==> config.mk <==
export PLATFORM = sky130hd
export DESIGN_NAME = cv32e40p_ft_breakage_ctrl
export DESIGN_NICKNAME = d
export VERILOG_FILES = /design/src/rtl/cv32e40p_ft_breakage_ctrl.sv
export SDC_FILE = /design/constraint.sdc
export NUM_CORES = 1
export LEC_CHECK = 0
export ABC_AREA = 0
export BUFFER_PORTS_ARGS = -buffer_cell sky130_fd_sc_hd__buf_4
export CORE_AREA = 2 2 61 120
export CTS_BUF_LIST = sky130_fd_sc_hd__clkbuf_4 sky130_fd_sc_hd__clkbuf_8
export DETAILED_ROUTE_END_ITERATION = 16
export DIE_AREA = 0 0 63 122
export PLACE_DENSITY_LB_ADDON = 0.08
export SETUP_SLACK_MARGIN = 0.15
export SLEW_MARGIN = 40
export SYNTH_ARGS = -nofsm -noshare
export SYNTH_HDL_FRONTEND = slang
export SYNTH_SLANG_ARGS = --single-unit
==> constraint.sdc <==
create_clock -name clk -period 4.2 [get_ports clk]
set_clock_uncertainty 0.05 [all_clocks]
set_input_delay 0.84 -clock clk [delete_from_list [all_inputs] [get_ports clk]]
set_output_delay 0.84 -clock clk [all_outputs]
set_load 0.05 [all_outputs]
==> src/rtl/cv32e40p_ft_breakage_ctrl.sv <==
// cv32e40p_ft_breakage_ctrl: per-replica health counters and TMR->DEGRADED->FAILED reconfiguration for one TMR group
module cv32e40p_ft_breakage_ctrl #(
  parameter int unsigned INC_DEC_BIT = 2,
  parameter int unsigned COUNT_BIT = 8,
  parameter logic [INC_DEC_BIT-1:0] INCREMENT = 1,
  parameter logic [INC_DEC_BIT-1:0] DECREMENT = 1,
  parameter int unsigned BREAKING_THRESHOLD = 3
) (
  input  logic                   clk,
  input  logic                   rst_n,
  input  logic                   valid_i,
  input  logic [2:0]             err_i,
  input  logic                   clear_i,
  output logic [2:0]             broken_o,
  output logic [1:0]             mode_o,
  output logic [1:0]             sel_o,
  output logic                   fault_o,
  output logic                   event_o,
  output logic [3*COUNT_BIT-1:0] count_o
);
  typedef enum logic [1:0] {TMR = 2'b00, DEGRADED = 2'b01, FAILED = 2'b10} mode_t;
  localparam logic [COUNT_BIT:0] MAX = {1'b0, {COUNT_BIT{1'b1}}};
  localparam logic [COUNT_BIT:0] INC = (COUNT_BIT+1)'(INCREMENT);
  localparam logic [COUNT_BIT:0] DEC = (COUNT_BIT+1)'(DECREMENT);
  mode_t mode_q;
  logic [COUNT_BIT-1:0] cnt_q [3];
  logic [COUNT_BIT-1:0] cnt_d [3];
  logic [2:0] brk_q, brk_d;
  logic [COUNT_BIT:0] sum, diff, upd;
  logic [1:0] nb, low;
  logic hard;
  always_comb begin
    sum = '0;
    diff = '0;
    upd = '0;
    cnt_d = cnt_q;
    brk_d = brk_q;
    for (int i = 0; i < 3; i++) begin
      sum = {1'b0, cnt_q[i]} + INC;
      diff = {1'b0, cnt_q[i]} - DEC;
      upd = err_i[i] ? (sum > MAX ? MAX : sum) : (diff[COUNT_BIT] ? '0 : diff);
      cnt_d[i] = (valid_i && !brk_q[i]) ? upd[COUNT_BIT-1:0] : cnt_q[i];
      brk_d[i] = brk_q[i] | (valid_i && (32'(cnt_d[i]) >= BREAKING_THRESHOLD));
    end
  end
  assign nb = {1'b0, brk_d[0]} + {1'b0, brk_d[1]} + {1'b0, brk_d[2]};
  assign low = brk_d[0] ? (brk_d[1] ? 2'd2 : 2'd1) : 2'd0;
  // broken replica's err bit is forced high, so all-ones means both healthy replicas disagree
  assign hard = valid_i && ((err_i | brk_q) == 3'b111);
  always_ff @(posedge clk) begin
    if (!rst_n || clear_i) begin
      cnt_q <= '{default: '0};
      brk_q <= '0;
      mode_q <= TMR;
      sel_o <= 2'd3;
      event_o <= 1'b0;
    end else begin
      cnt_q <= cnt_d;
      brk_q <= brk_d;
      event_o <= 1'b0;
      case (mode_q)
        TMR: begin
          if (nb >= 2'd2) begin
            mode_q <= FAILED;
            event_o <= 1'b1;
          end else if (nb == 2'd1) begin
            mode_q <= DEGRADED;
            sel_o <= low;
            event_o <= 1'b1;
          end
        end
        DEGRADED: begin
          if (nb >= 2'd2 || hard) begin
            mode_q <= FAILED;
            event_o <= 1'b1;
          end
        end
        default: ;
      endcase
    end
  end
  assign broken_o = brk_q;
  assign mode_o = mode_q;
  assign fault_o = mode_q == FAILED;
  assign count_o = {cnt_q[2], cnt_q[1], cnt_q[0]};
endmodule
==> metrics.yaml <==
power_and_ir_drop:
  power.ir.vdd_worst_uv: 232
  powerDensity_mw_per_mm2: 305
  p_leak_nw: 1.22
hold_path:
  whs_endpoint: "sel_o[0]"
  hold_class: "flop to flop"
  hold_depth: 2
  min_from: "sel_o[0]"
worst_setup_path:
  path_cells: "inv_1 > ha_1 > nor3b_1 > maj3_1 > and3_1 > o211ai_1 > o311a_1 > nand4_1 > o32ai_2 > fa_1 > or3_1 > a21oi_1 > o31ai_2"
  worst-path-max-fanout: 9
  rr_startpoint: "count_o[16]"
  crit_family: "adder cells"
  slowest_stage: "fa_1"
  worst-path-buf-inv: 1
  end_kind: "flop"
  r2r_end: "sel_o[0]"
  worstRegToRegCells: 13
  reg2reg_setup_slack_ps: 430
  critPathMaxStageDelay_ps: 490
  worstPathArrival_ps: 3900
  crit_required_ps: 4320
  critical_path_class: "flop to flop"
  start_kind: "flop"
clocking:
  cts_setup_buffers: 0
  cts_tree: "built"
  cts_max_path_buffers: 2
  cts_max_level: 2
  clk_latency_ps: 280
  cts_buffers: 5
  clkSinkCount: 32
  cts_root_buf: "clkbuf_8"
  clk_pin_slew_ps: 70
die:
  fp.dieW_um: 63
  core_area_mm2: 0.00683
  die_h_um: 122
  die-area_mm2: 0.00769
  ioPinCount: 40
  initial_core_util_pct: 38.6
  placementRows: 43
placement:
  hpwlAfterDp_um: 5580
  place_congestion: 0.864
  place.port_buffers: 39
synth:
  synth_nets: 373
  ys_seq_elements: 32
  ys_seq_area_share_pct: 24.3
  synthCells: 356
  ys_types: 68
  synth_area_mm2: 0.00264
  synth_edf_count: 0
  synthArstFlopShare_pct: 0
  avgSynthCellArea_um2: 7.42
  synthFlopType: "dfxtp_1"
  ys_warn_count: 0
timing:
  max_freq_mhz: 265
  setup_tns_ps: 0
  period_minus_slack_ps: 3770
  rsz0062_at_grt: "false"
  relSlewSlack_pct: 53.0
  hold_slack_ps: 455
  maxSlewViolCount: 0
  tightest_slew_ps: 695
  finalSetupViolCount: 0
  fin_crit_sh_pct: 89.9
  hold_viol_final: 0
detailed_routing:
  avgViaCountPerCell: 6.03
  drtIter0Drc: 204
  wirelength_um: 7670
  drt-pass1-iter-count: 5
  num_vias: 2847
  final_antenna_net_count: 0
  drc: 0
  wire_per_inst_um: 16.2
grt:
  grt-ovfl-total: 0
  grt_util_all_layers_pct: 20.5
  grt_pass1_vias: 2726
  antenna_found_initial: 0
  grt_pass1_wl_um: 13000
  grt_max_degree: 33
finish:
  final_common_cell: "buf_4"
  syn_to_final_growth_pct: 18.2
  diodes: 0
  finalNetCount: 398
  layout-drive-gt1-share_pct: 19.1
  fillers: 719
  multi_input_area_mm2: 0.00182
  register_area_um2: 644
  final_cell_mix: "buf_4 (48), nor2_1 (42), dfxtp_1 (29), nand2_1 (25)"
run_status:
  status: "finished, final reports clean"
run:
  maxCapViolations: 0
cell usage after synthesis, drive strengths merged, types with 3 or more instances:
cell type / number / share of area [%]
nor2: 42 / 6.0
dfxtp: 32 / 24
nand2: 25 / 3.6
clkbuf: 22 / 3.1
o21ai: 22 / 4.2
a21oi: 21 / 4.0
nand3: 15 / 2.8
inv: 14 / 2.0
ha: 9 / 4.3
a211oi: 8 / 2.5
buf: 8 / 2.1
nand2b: 8 / 1.9
a31oi: 7 / 1.7
and3: 7 / 1.7
nor3b: 7 / 2.0
nor4: 7 / 2.1
nand4: 6 / 1.4
nor2b: 6 / 1.4
nor3: 6 / 1.3
o211ai: 6 / 1.7
o31ai: 6 / 1.9
or3: 5 / 1.2
a21o: 4 / 1.1
mux2i: 4 / 1.5
nand4b: 4 / 1.3
nor4b: 3 / 1.6
o2111ai: 3 / 1.0
o21a: 3 / 0.85
o22ai: 3 / 0.71
state kept, by name (all words and copies together) (netlist names):
signal	cells
count_o	24
broken_o	3
mode_o	2
sel_o	2
event_o	1
final cells by class:
type / count / share of cell area (%)
flip-flops and latches: 32 / 20.7
inverters: 14 / 1.68
well taps: 90 / 3.61
clock inverters: 1 / 0.963
repair buffers: 48 / 11.6
clock buffers: 7 / 3.09
multi-input cells: 280 / 58.4
metal layers:
| layer | share of wire, % | up-vias | global-route usage [%] |
|---|---|---|---|
| li1 | - | 1382 | - |
| met1 | 47 | 1352 | 28.1 |
| met3 | 5.2 | 13 | 2.49 |
| met5 | 0 | - | 0 |
| met2 | 46 | 100 | 33.0 |
| met4 | 1.9 | 0 | 7.22 |
worst max-delay path by stage:
| stage | from | cells after the start | endpoint | slack [ps] |
|---|---|---|---|---|
| after global routing | count_o[16] | 13 | sel_o[0] | 160 |
| after detailed placement | count_o[16] | 13 | sel_o[0] | 110 |
| after global placement | count_o[16] | 13 | sel_o[0] | 150 |
| final | count_o[16] | 13 | sel_o[0] | 430 |
| after floorplan | count_o[0] | 12 | sel_o[0] | 170 |
| after CTS | count_o[16] | 13 | sel_o[0] | 200 |
tightest hold or removal path: cells and delay by family, from the launching register on:
kind	cells	cell delay, ps
AO/OA/AOI/OAI	2	130
flip-flops	1	350
cell families (layout without fill, tap and decap cells):
family / after synthesis / count (layout) / share of synthesized area, %
multiplexers: 4 / 4 / 1.52
flip-flops: 32 / 32 / 24.3
buffers and inverters: 44 / 70 / 7.20
AO/OA/AOI/OAI: 110 / 110 / 28.9
XOR/XNOR: 2 / 2 / 0.664
AND/OR/NAND/NOR: 152 / 152 / 31.7
adder cells (fa/ha/maj): 12 / 12 / 5.78
power breakdown:
group          switching (W)  internal, W
clock network       0.000115     0.000209
registers          0.0000225     0.000318
logic               0.000181     0.000104
timing repair:
item                       in CTS  in global routing
hold buffers                    0                  0
pin swaps                       0                  1
gates resized for setup         1                  4
setup endpoints to repair       2                  2
metrics by stage:
step	setup WS (ps)	cell area [um2]	util, %	std cells	power, W
6_report	426	3120	45.7	472	0.000950
5_1_grt	161	3120	45.7	472	0.00100
4_1_cts	203	3110	45.5	472	0.000956
3_5_place_dp	112	2980	43.5	464	0.000628
3_3_place_gp	154	2980	43.5	464	0.000622
2_1_floorplan	171	2640	-	356	0.000550
(Power assumes the default switching activity.)
